**src/rtl/tl_pkg.sv**
```systemverilog
// tl_pkg: shared definitions for the traffic-light phase sequencer.
// Phase-select codes, controller state encoding and default phase times.
package tl_pkg;

    // Phase-select encoding; also the index into the phase-time arrays.
    localparam logic [1:0] SEL_YELLOW  = 2'b00;
    localparam logic [1:0] SEL_LEFT    = 2'b01;
    localparam logic [1:0] SEL_RIGHT   = 2'b10;
    localparam logic [1:0] SEL_FORWARD = 2'b11;

    typedef enum logic [1:0] {
        ST_IDLE    = 2'd0,
        ST_EDIT    = 2'd1,
        ST_PENDING = 2'd2
    } ptc_state_e;

    // Reset values of the phase durations.
    localparam int FWD_DEF_C = 15;
    localparam int RGT_DEF_C = 10;
    localparam int LFT_DEF_C = 10;
    localparam int YEL_DEF_C = 3;

endpackage

```
**src/rtl/phase_timing_config_btn_debounce.sv**
```systemverilog
// btn_debounce: 2-flop synchronizer, debounce counter and registered
// press-event detector for one raw button. Optional PTC_AUTOREPEAT_EN.
// Ports: clk, reset (async, high), btn_i (raw), event_o (1-cycle pulse);
// with PTC_AUTOREPEAT_EN also rpt_ok_i (repeat allowed), level_o.
module btn_debounce #(
    parameter int DEB_CYCLES = 4
`ifdef PTC_AUTOREPEAT_EN
    ,
    parameter int REPEAT_CYCLES = 8
`endif
) (
    input  logic clk,
    input  logic reset,
    input  logic btn_i,
`ifdef PTC_AUTOREPEAT_EN
    input  logic rpt_ok_i,
    output logic level_o,
`endif
    output logic event_o
);

    localparam int CW = $clog2(DEB_CYCLES + 1);

    logic [1:0]    sync_q;
    logic [CW-1:0] cnt_q;
    logic          deb_q;
    logic          prev_q;
    logic          ev_q;
    logic          fire;

`ifdef PTC_AUTOREPEAT_EN
    localparam int RW = $clog2(REPEAT_CYCLES + 1);

    logic [RW-1:0] rpt_q;
    logic          rpt_run;

    // Repeat counting starts only once the rising edge has been seen,
    // so the first repeat lands REPEAT_CYCLES after the initial event.
    assign rpt_run = deb_q & prev_q & rpt_ok_i;
    assign fire    = rpt_run && (rpt_q == RW'(REPEAT_CYCLES - 1));
    assign level_o = deb_q;

    always_ff @(posedge clk or posedge reset) begin
        if (reset) begin
            rpt_q <= '0;
        end else if (rpt_run) begin
            rpt_q <= fire ? '0 : rpt_q + 1'b1;
        end else begin
            rpt_q <= '0;
        end
    end
`else
    assign fire = 1'b0;
`endif

    always_ff @(posedge clk or posedge reset) begin
        if (reset) begin
            sync_q <= '0;
            cnt_q  <= '0;
            deb_q  <= 1'b0;
            prev_q <= 1'b0;
            ev_q   <= 1'b0;
        end else begin
            sync_q <= {sync_q[0], btn_i};
            // Flip only after DEB_CYCLES consecutive disagreeing samples.
            if (sync_q[1] != deb_q) begin
                if (cnt_q == CW'(DEB_CYCLES - 1)) begin
                    deb_q <= ~deb_q;
                    cnt_q <= '0;
                end else begin
                    cnt_q <= cnt_q + 1'b1;
                end
            end else begin
                cnt_q <= '0;
            end
            prev_q <= deb_q;
            ev_q   <= (deb_q & ~prev_q) | fire;
        end
    end

    assign event_o = ev_q;

endmodule

```
**src/rtl/phase_timing_config.sv**
```systemverilog
// phase_timing_config: edits shadow phase times from debounced buttons and
// commits them to the active outputs on a sequencer phase boundary.
// Ports: clk, reset, edit_en, sel, btn_inc, btn_dec, phase_boundary in;
// forward_t, right_t, left_t, yellow_t, edit_val, editing, pending,
// cfg_update out. Optional feature macro: PTC_AUTOREPEAT_EN.
module phase_timing_config
    import tl_pkg::*;
#(
    parameter int TW            = 8,
    parameter int DEB_CYCLES    = 4,
    parameter int MIN_T         = 1,
    parameter int MAX_T         = 99,
    parameter int FWD_DEF       = FWD_DEF_C,
    parameter int RGT_DEF       = RGT_DEF_C,
    parameter int LFT_DEF       = LFT_DEF_C,
    parameter int YEL_DEF       = YEL_DEF_C,
    parameter int REPEAT_CYCLES = 8
) (
    input  logic          clk,
    input  logic          reset,
    input  logic          edit_en,
    input  logic [1:0]    sel,
    input  logic          btn_inc,
    input  logic          btn_dec,
    input  logic          phase_boundary,
    output logic [TW-1:0] forward_t,
    output logic [TW-1:0] right_t,
    output logic [TW-1:0] left_t,
    output logic [TW-1:0] yellow_t,
    output logic [TW-1:0] edit_val,
    output logic          editing,
    output logic          pending,
    output logic          cfg_update
);

    localparam logic [TW:0] MAX_W = (TW+1)'(MAX_T);
    localparam logic [TW:0] MIN_W = (TW+1)'(MIN_T);

    ptc_state_e    state_q;
    logic [1:0]    edit_sync_q;
    logic [TW-1:0] sh_q  [4];
    logic [TW-1:0] act_q [4];
    logic          cfg_update_q;
    logic          inc_ev;
    logic          dec_ev;
    logic [TW:0]   cur_w;
    logic [TW:0]   nxt_w;
    logic [TW-1:0] sh_d;

`ifdef PTC_AUTOREPEAT_EN
    logic inc_lvl;
    logic dec_lvl;
    logic in_edit;

    assign in_edit = (state_q == ST_EDIT);

    btn_debounce #(
        .DEB_CYCLES   (DEB_CYCLES),
        .REPEAT_CYCLES(REPEAT_CYCLES)
    ) u_inc (
        .clk     (clk),
        .reset   (reset),
        .btn_i   (btn_inc),
        .rpt_ok_i(in_edit & ~dec_lvl),
        .level_o (inc_lvl),
        .event_o (inc_ev)
    );

    btn_debounce #(
        .DEB_CYCLES   (DEB_CYCLES),
        .REPEAT_CYCLES(REPEAT_CYCLES)
    ) u_dec (
        .clk     (clk),
        .reset   (reset),
        .btn_i   (btn_dec),
        .rpt_ok_i(in_edit & ~inc_lvl),
        .level_o (dec_lvl),
        .event_o (dec_ev)
    );
`else
    btn_debounce #(
        .DEB_CYCLES(DEB_CYCLES)
    ) u_inc (
        .clk    (clk),
        .reset  (reset),
        .btn_i  (btn_inc),
        .event_o(inc_ev)
    );

    btn_debounce #(
        .DEB_CYCLES(DEB_CYCLES)
    ) u_dec (
        .clk    (clk),
        .reset  (reset),
        .btn_i  (btn_dec),
        .event_o(dec_ev)
    );
`endif

    // Saturating step in TW+1 bits so the value can never wrap.
    always_comb begin
        cur_w = {1'b0, sh_q[sel]};
        nxt_w = cur_w;
        if (inc_ev && !dec_ev) begin
            nxt_w = (cur_w >= MAX_W) ? MAX_W : cur_w + 1'b1;
        end else if (dec_ev && !inc_ev) begin
            nxt_w = (cur_w <= MIN_W) ? MIN_W : cur_w - 1'b1;
        end
        sh_d = TW'(nxt_w);
    end

    always_ff @(posedge clk or posedge reset) begin
        if (reset) begin
            state_q      <= ST_IDLE;
            edit_sync_q  <= '0;
            cfg_update_q <= 1'b0;
            sh_q[SEL_FORWARD]  <= TW'(FWD_DEF);
            sh_q[SEL_RIGHT]    <= TW'(RGT_DEF);
            sh_q[SEL_LEFT]     <= TW'(LFT_DEF);
            sh_q[SEL_YELLOW]   <= TW'(YEL_DEF);
            act_q[SEL_FORWARD] <= TW'(FWD_DEF);
            act_q[SEL_RIGHT]   <= TW'(RGT_DEF);
            act_q[SEL_LEFT]    <= TW'(LFT_DEF);
            act_q[SEL_YELLOW]  <= TW'(YEL_DEF);
        end else begin
            edit_sync_q  <= {edit_sync_q[0], edit_en};
            cfg_update_q <= 1'b0;
            unique case (state_q)
                ST_IDLE: begin
                    if (edit_sync_q[1]) state_q <= ST_EDIT;
                end
                ST_EDIT: begin
                    sh_q[sel] <= sh_d;
                    if (!edit_sync_q[1]) state_q <= ST_PENDING;
                end
                ST_PENDING: begin
                    // Re-entering edit wins over a coincident boundary.
                    if (edit_sync_q[1]) begin
                        state_q <= ST_EDIT;
                    end else if (phase_boundary) begin
                        state_q      <= ST_IDLE;
                        cfg_update_q <= 1'b1;
                        for (int i = 0; i < 4; i++) act_q[i] <= sh_q[i];
                    end
                end
                default: state_q <= ST_IDLE;
            endcase
        end
    end

    assign forward_t  = act_q[SEL_FORWARD];
    assign right_t    = act_q[SEL_RIGHT];
    assign left_t     = act_q[SEL_LEFT];
    assign yellow_t   = act_q[SEL_YELLOW];
    assign edit_val   = sh_q[sel];
    assign editing    = (state_q == ST_EDIT);
    assign pending    = (state_q == ST_PENDING);
    assign cfg_update = cfg_update_q;

endmodule

```
**config.mk**
```make
export PLATFORM = sky130hd
export DESIGN_NAME = phase_timing_config
export DESIGN_NICKNAME = d
export VERILOG_FILES = /design/src/rtl/tl_pkg.sv /design/src/rtl/phase_timing_config_btn_debounce.sv /design/src/rtl/phase_timing_config.sv
export SDC_FILE = /design/constraint.sdc
export NUM_CORES = 1
export LEC_CHECK = 0
export CORE_ASPECT_RATIO = 1.5
export CORE_MARGIN = 8
export CORE_UTILIZATION = 42
export DETAILED_ROUTE_END_ITERATION = 8
export GPL_ROUTABILITY_DRIVEN = 0
export GPL_TIMING_DRIVEN = 0
export SETUP_SLACK_MARGIN = 0.3
export SLEW_MARGIN = 20
export SYNTH_ARGS = -nofsm -noshare
export SYNTH_HDL_FRONTEND = slang
export SYNTH_SLANG_ARGS = --single-unit
```
**constraint.sdc**
```tcl
create_clock -name clk -period 5.8 [get_ports clk]
set_clock_uncertainty 0.05 [all_clocks]
set_input_delay 1.45 -clock clk [delete_from_list [all_inputs] [get_ports clk]]
set_output_delay 1.45 -clock clk [all_outputs]
set_load 0.05 [all_outputs]
```
==> results of run 1 <==
==> layer usage <==
metal | global-route usage (%) | vias to the layer above
met5 | 0 | -
met4 | 8.73 | 0
met3 | 2.85 | 16
met2 | 24.8 | 56
met1 | 17.6 | 1286
li1 | - | 1211
==> cells in the mapped netlist, types with 3 or more instances <==
library cell,n
dfrtp_1,65
mux4_2,7
nand2_1,38
nand2b_1,6
dfstp_2,20
xnor2_1,7
nor2_1,15
nand3_1,3
a21oi_1,3
nor3_1,3
mux2i_1,4
nor2b_1,7
o21ai_0,26
nor3b_1,4
buf_1,4
ha_1,5
inv_1,8
mux2_2,36
a31oi_1,4
clkbuf_1,7
o21ai_1,4
==> cell families (layout without fill, tap and decap cells) <==
kind of cell / count (synthesis) / in the layout / share of synthesized area (%)
adders and majority gates: 5 / 5 / 1.66
and+or+nand+nor: 91 / 91 / 12.1
buffers and inverters: 22 / 87 / 2.62
AOI/OAI and AO/OA: 51 / 51 / 8.59
xor gates and xnor gates: 7 / 7 / 1.63
DFF: 85 / 85 / 57.0
muxes: 48 / 48 / 16.4
==> cell type report <==
| cell class | instances | area share, % |
|---|---|---|
| Sequential cell | 85 | 45.5 |
| Multi-Input combinational cell | 202 | 32.2 |
| Timing Repair Buffer | 49 | 10.7 |
| Clock buffer | 12 | 5.00 |
| Tap cell | 110 | 2.91 |
| Clock inverter | 4 | 1.53 |
| Buffer | 14 | 1.46 |
| Inverter | 8 | 0.688 |
==> final timing paths <==
check                                          start                         to  slack [ps]  cells after the start
setup / recovery                              sel[1]                edit_val[7]        1040                      5
hold / removal             u_dec.sync_q[0]$_DFF_PP0_  u_dec.sync_q[1]$_DFF_PP0_         300                      0
setup reg to reg                 sh_q[8]$_DFFE_PP0P_       sh_q[27]$_DFFE_PP0P_        2970                      9
hold reg to reg            u_dec.sync_q[0]$_DFF_PP0_  u_dec.sync_q[1]$_DFF_PP0_         300                      0
max in group asynchronous                      reset   forward_t[2]$_DFFE_PP1P_        3650                      3
min in group asynchronous                      reset       cfg_update$_DFF_PP0_        1400                      2
==> worst reg2reg max path: stages (launching register included) <==
cell and delay [ps]:
dfrtp_1 390, mux4_2 580, inv_1 120, ha_1 190
nor2_1 60, or4_1 480, o21ai_0 290, nor2_1 90
a21oi_1 320, o21ai_0 130
==> registers in the layout (all words and copies together) (netlist names) <==
register and count:
sh_q 32, forward_t 8, left_t 8, right_t 8, yellow_t 8, u_dec.cnt_q 3
u_inc.cnt_q 3, edit_sync_q 2, state_q 2, u_dec.sync_q 2, u_inc.sync_q 2, cfg_update 1
u_dec.deb_q 1, u_dec.event_o 1, u_dec.prev_q 1, u_inc.deb_q 1, u_inc.event_o 1, u_inc.prev_q 1
==> power breakdown <==
part	internal [mW]	total, mW	leakage, nW	switching [mW]
Combinational	0.455	1.21	0.811	0.752
Sequential	0.840	0.981	1.05	0.142
Clock	0.377	0.596	0.147	0.220
==> impl_metrics.yaml, run 1 <==
outcome:
  status: "finished clean"
yosys:
  synth_top_cell_by_area: "dfrtp_1"
  synth-edff-count: 0
  async_flop_share_pct: 100
  synth_seq_cells: 85
  seq_area_frac_synth_pct: 57.0
  synthCells: 309
  yosys_warnings: 0
  synth-main-ff-cell: "dfrtp_1"
  ys_top_cells_by_area: "dfrtp_1 (43%), dfstp_2 (14%), mux2_2 (11%), mux4_2 (4.2%), nand2_1 (3.8%)"
  syn-num-nets: 322
  synth_top_area_share_pct: 43.1
  syn_area_per_cell_um2: 12.2
  mappedNetlistArea_mm2: 0.00377
  ys_types: 48
placement:
  pre_cts_slack_ps: 1040
  dpl.hpwl_mm: 6.24
  dp_cells: 468
  place_area_mm2: 0.00442
  io_buffers: 48
setup_path:
  crit_path_end_kind: "output pin"
  worstSetupStartpointType: "input port"
  worstPathArrival_ps: 3260
  crit_fanout: 10
  cp_slowest_cell: "clkdlybuf4s50_1"
  slowest_delay_ps: 720
  crit_chain: "buf_2, mux2_2, mux2i_2, inv_1, clkdlybuf4s50_1"
  critPathBufInv: 3
  path_delay_family: "buffers and inverters"
  crit_type: "input port to output pin"
  critPathRequiredTime_ps: 4300
clock_network:
  cts_buffers: 9
  post_cts_resized: 0
  root_buffer: "clkbuf_16"
  clk_path_buf_depth: 2
  cts.sinks: 85
  clk_latency_ps: 340
  clkTransAtPathRegs_ps: 60
  cts_tree: "done"
  h-tree-depth: 3
  cts_setup_buffers: 0
  cts_hold_buf: 0
cells_and_area:
  stdcell_count: 484
  fin_area_mm2: 0.00473
  finalNetCount: 382
  layout_common_cells: "dfrtp_1 (65), clkdlybuf4s50_1 (48), nand2_1 (38), mux2_2 (36), o21ai_0 (26)"
  fill_cells: 779
  syn2layout_area_growth_pct: 25.4
  layout_commonest_cell: "dfrtp_1"
  final_util_pct: 53.9
  multi_input_area_mm2: 0.00152
  regArea_mm2: 0.00215
  drive_above_1_share_pct: 23.8
  antenna_cells: 0
die:
  die_area_mm2: 0.0123
  die_h_um: 132
  row_count: 42
  io_pins: 51
  initial_utilization_pct: 43.0
  coreArea_mm2: 0.00878
  die_x_um: 93.4
timing:
  drv_slew: 0
  rsz0062_at_grt: "false"
  period_share_pct: 82.1
  fmax_mhz: 210
  maxSlewHeadroom_pct: 47.3
  worstMarginPinSlew_ps: 791
  hold_viol: 0
  tns_ps: 0
  min_period_ps: 4760
  setup_viol: 0
  whs_ps: 304
  fin_ws_ps: 1040
route:
  vias_per_cell: 5.31
  met3_wirelength_um: 362
  drt-met1-wl_mm: 3.61
  dr_wl_met2_mm: 4.34
  drt_first_pass_iters: 4
  drt-initial-drc-count: 106
  top_layer: "met4"
  totalWireLength_mm: 8.55
  drt.antenna.violating_nets: 0
  drc: 0
  wl_per_cell_um: 17.7
  via_count: 2569
pwr:
  power.density_mw_per_mm2: 589
  p_leak_nw: 2.01
  ir_drop_mv: 0.292
  totalPowerFinal_mw: 2.78
global_routing:
  grt_max_degree: 58
  grt_pass1_wl_mm: 14.3
  antenna_found_initial: 0
  grtUsageTotal_pct: 15.1
  grt_pass1_vias: 2775
  grt-ovfl-total: 0
run:
  max-cap-violations: 0
worst_hold_path:
  min_path_type: "register to register"
No activity file was read; power rests on OpenSTA's default activity.
==> inputs of run 2 (changes only) <==
==> constraint.sdc (replaced) <==
create_clock -name clk -period 4.66 [get_ports clk]
set_clock_uncertainty 0.05 [all_clocks]
set_input_delay 1.165 -clock clk [delete_from_list [all_inputs] [get_ports clk]]
set_output_delay 1.165 -clock clk [all_outputs]
set_load 0.05 [all_outputs]
==> results of run 2 <==
Same layout as run 1 (identical final DEF). Status: finished clean.
Among the figures that moved: setup slack after placement 1040 ps -> 470 ps; setup slack after layout 1040 ps -> 470 ps; register-to-register setup slack 2970 ps -> 1830 ps; total power 2.78 mW -> 3.47 mW; worst IR drop on VDD 0.292 mV -> 0.363 mV
==> inputs of run 3 (changes only) <==
--- a/config.mk
+++ b/config.mk
@@ -8,6 +8,7 @@
 export CORE_ASPECT_RATIO = 1.5
 export CORE_MARGIN = 8
 export CORE_UTILIZATION = 42
+export CTS_CLUSTER_DIAMETER = 150
 export DETAILED_ROUTE_END_ITERATION = 8
 export GPL_ROUTABILITY_DRIVEN = 0
 export GPL_TIMING_DRIVEN = 0
==> results of run 3 <==
Same layout as run 1 (identical final DEF). Status: finished clean.
Among the figures that moved: setup slack after placement 1040 ps -> 470 ps; setup slack after layout 1040 ps -> 470 ps; register-to-register setup slack 2970 ps -> 1830 ps; total power 2.78 mW -> 3.47 mW; worst IR drop on VDD 0.292 mV -> 0.363 mV
==> RTL edit (flow settings as in run 3) <==
Add an input register stage for `edit_en`, `sel` and `phase_boundary`; this delays them by one clock. The other inputs are not delayed to match.
--- a/src/rtl/phase_timing_config.sv
+++ b/src/rtl/phase_timing_config.sv
@@ -35,6 +35,16 @@
 
     localparam logic [TW:0] MAX_W = (TW+1)'(MAX_T);
     localparam logic [TW:0] MIN_W = (TW+1)'(MIN_T);
+
+    logic edit_en_q;
+    logic [1:0] sel_q;
+    logic phase_boundary_q;
+
+    always_ff @(posedge clk) begin
+        edit_en_q        <= edit_en;
+        sel_q            <= sel;
+        phase_boundary_q <= phase_boundary;
+    end
 
     ptc_state_e    state_q;
     logic [1:0]    edit_sync_q;
@@ -99,7 +109,7 @@
 
     // Saturating step in TW+1 bits so the value can never wrap.
     always_comb begin
-        cur_w = {1'b0, sh_q[sel]};
+        cur_w = {1'b0, sh_q[sel_q]};
         nxt_w = cur_w;
         if (inc_ev && !dec_ev) begin
             nxt_w = (cur_w >= MAX_W) ? MAX_W : cur_w + 1'b1;
@@ -123,21 +133,21 @@
             act_q[SEL_LEFT]    <= TW'(LFT_DEF);
             act_q[SEL_YELLOW]  <= TW'(YEL_DEF);
         end else begin
-            edit_sync_q  <= {edit_sync_q[0], edit_en};
+            edit_sync_q  <= {edit_sync_q[0], edit_en_q};
             cfg_update_q <= 1'b0;
             unique case (state_q)
                 ST_IDLE: begin
                     if (edit_sync_q[1]) state_q <= ST_EDIT;
                 end
                 ST_EDIT: begin
-                    sh_q[sel] <= sh_d;
+                    sh_q[sel_q] <= sh_d;
                     if (!edit_sync_q[1]) state_q <= ST_PENDING;
                 end
                 ST_PENDING: begin
                     // Re-entering edit wins over a coincident boundary.
                     if (edit_sync_q[1]) begin
                         state_q <= ST_EDIT;
-                    end else if (phase_boundary) begin
+                    end else if (phase_boundary_q) begin
                         state_q      <= ST_IDLE;
                         cfg_update_q <= 1'b1;
                         for (int i = 0; i < 4; i++) act_q[i] <= sh_q[i];
@@ -152,7 +162,7 @@
     assign right_t    = act_q[SEL_RIGHT];
     assign left_t     = act_q[SEL_LEFT];
     assign yellow_t   = act_q[SEL_YELLOW];
-    assign edit_val   = sh_q[sel];
+    assign edit_val   = sh_q[sel_q];
     assign editing    = (state_q == ST_EDIT);
     assign pending    = (state_q == ST_PENDING);
     assign cfg_update = cfg_update_q;
Behaviour: not the same (a bounded check fails within 4 cycles, from zero or initial values and one cycle with reset high).
==> RTL edit against run 3 <==
  * Synthesized area is 3.0% higher
  * Hold slack got worse by 0.026 ns
  * Wire length is 1.3% higher
  * Critical path depth fell by 1
  * Sequential share of layout area is 0.57 points higher
  * Final area is 2.4% higher
  * Sequential cell count grew 4
  * Total power shrank 2.2%
  * Worst setup slack gained 0.53 ns
==> RTL edit: results <==
status:
  outcome: "finished clean"
synthesis:
  synth_xor_area_frac: 0.0158
  synthMuxAreaShare: 0.150
  seq_area_frac_synth: 0.575
  synthAdderAreaFrac: 0.0161
  async_flop_share: 0.955
  ys_types: 53
  syn_nets: 314
  synth_compound_area_frac: 0.0960
pwr:
  p_seq_frac: 0.354
  intPower_mw: 2.03
  p_leak_nw: 2.06
sta:
  relSlewSlack: 0.471
min_path:
  min-delay-start: "edit_en_q$_DFF_P_"
drt:
  wl_per_cell_um: 18.0
  via_per_inst: 5.38
  drt_iter0_markers: 174
setup_path:
  r2r_slack_ns: 1.77
  crit_end: "edit_val[2]"
  startpoint: "sel_q[1]$_DFF_P_"
  max_stage_delay_ns: 0.87
  reg2reg_from: "sel_q[0]$_DFF_P_"
  cp_data_arrival_time_ns: 2.45
grt:
  grt.total_usage: 0.147
  grt_pass1_wl_mm: 14.2
  grt_max_degree: 55
finish:
  drive_above_1_share: 0.264
place:
  dpl.hpwl_mm: 6.10
  io_buffer_count: 50
-- RTL edit: through the flow --
step / worst slack (ns) / utilization / hold WS, ns / area, um2
2_1_floorplan: 1.28 / - / 0.266 / 3880
3_3_place_gp: 0.0172 / 0.495 / 0.270 / 4530
3_5_place_dp: 1.34 / 0.498 / 0.272 / 4560
4_1_cts: 0.957 / 0.530 / 0.278 / 4840
5_1_grt: 0.930 / 0.530 / 0.299 / 4840
6_report: 0.996 / 0.530 / 0.278 / 4840
-- RTL edit: area by class of cell --
cell class	count	area (um2)
clock buffers	11	233
well taps	112	140
flip-flops and latches	89	2230
clock inverters	5	56.3
fillers	824	4300
plain buffers	16	87.6
inverters	5	21.3
repair buffers	51	528
multi-input cells	191	1550
-- RTL edit: layer usage --
layer,wire length [um],GRT usage,up-vias
met5,0,0,-
met4,148,0.0567,0
met3,516,0.0442,12
met2,4430,0.240,69
met1,3560,0.175,1296
li1,-,-,1205
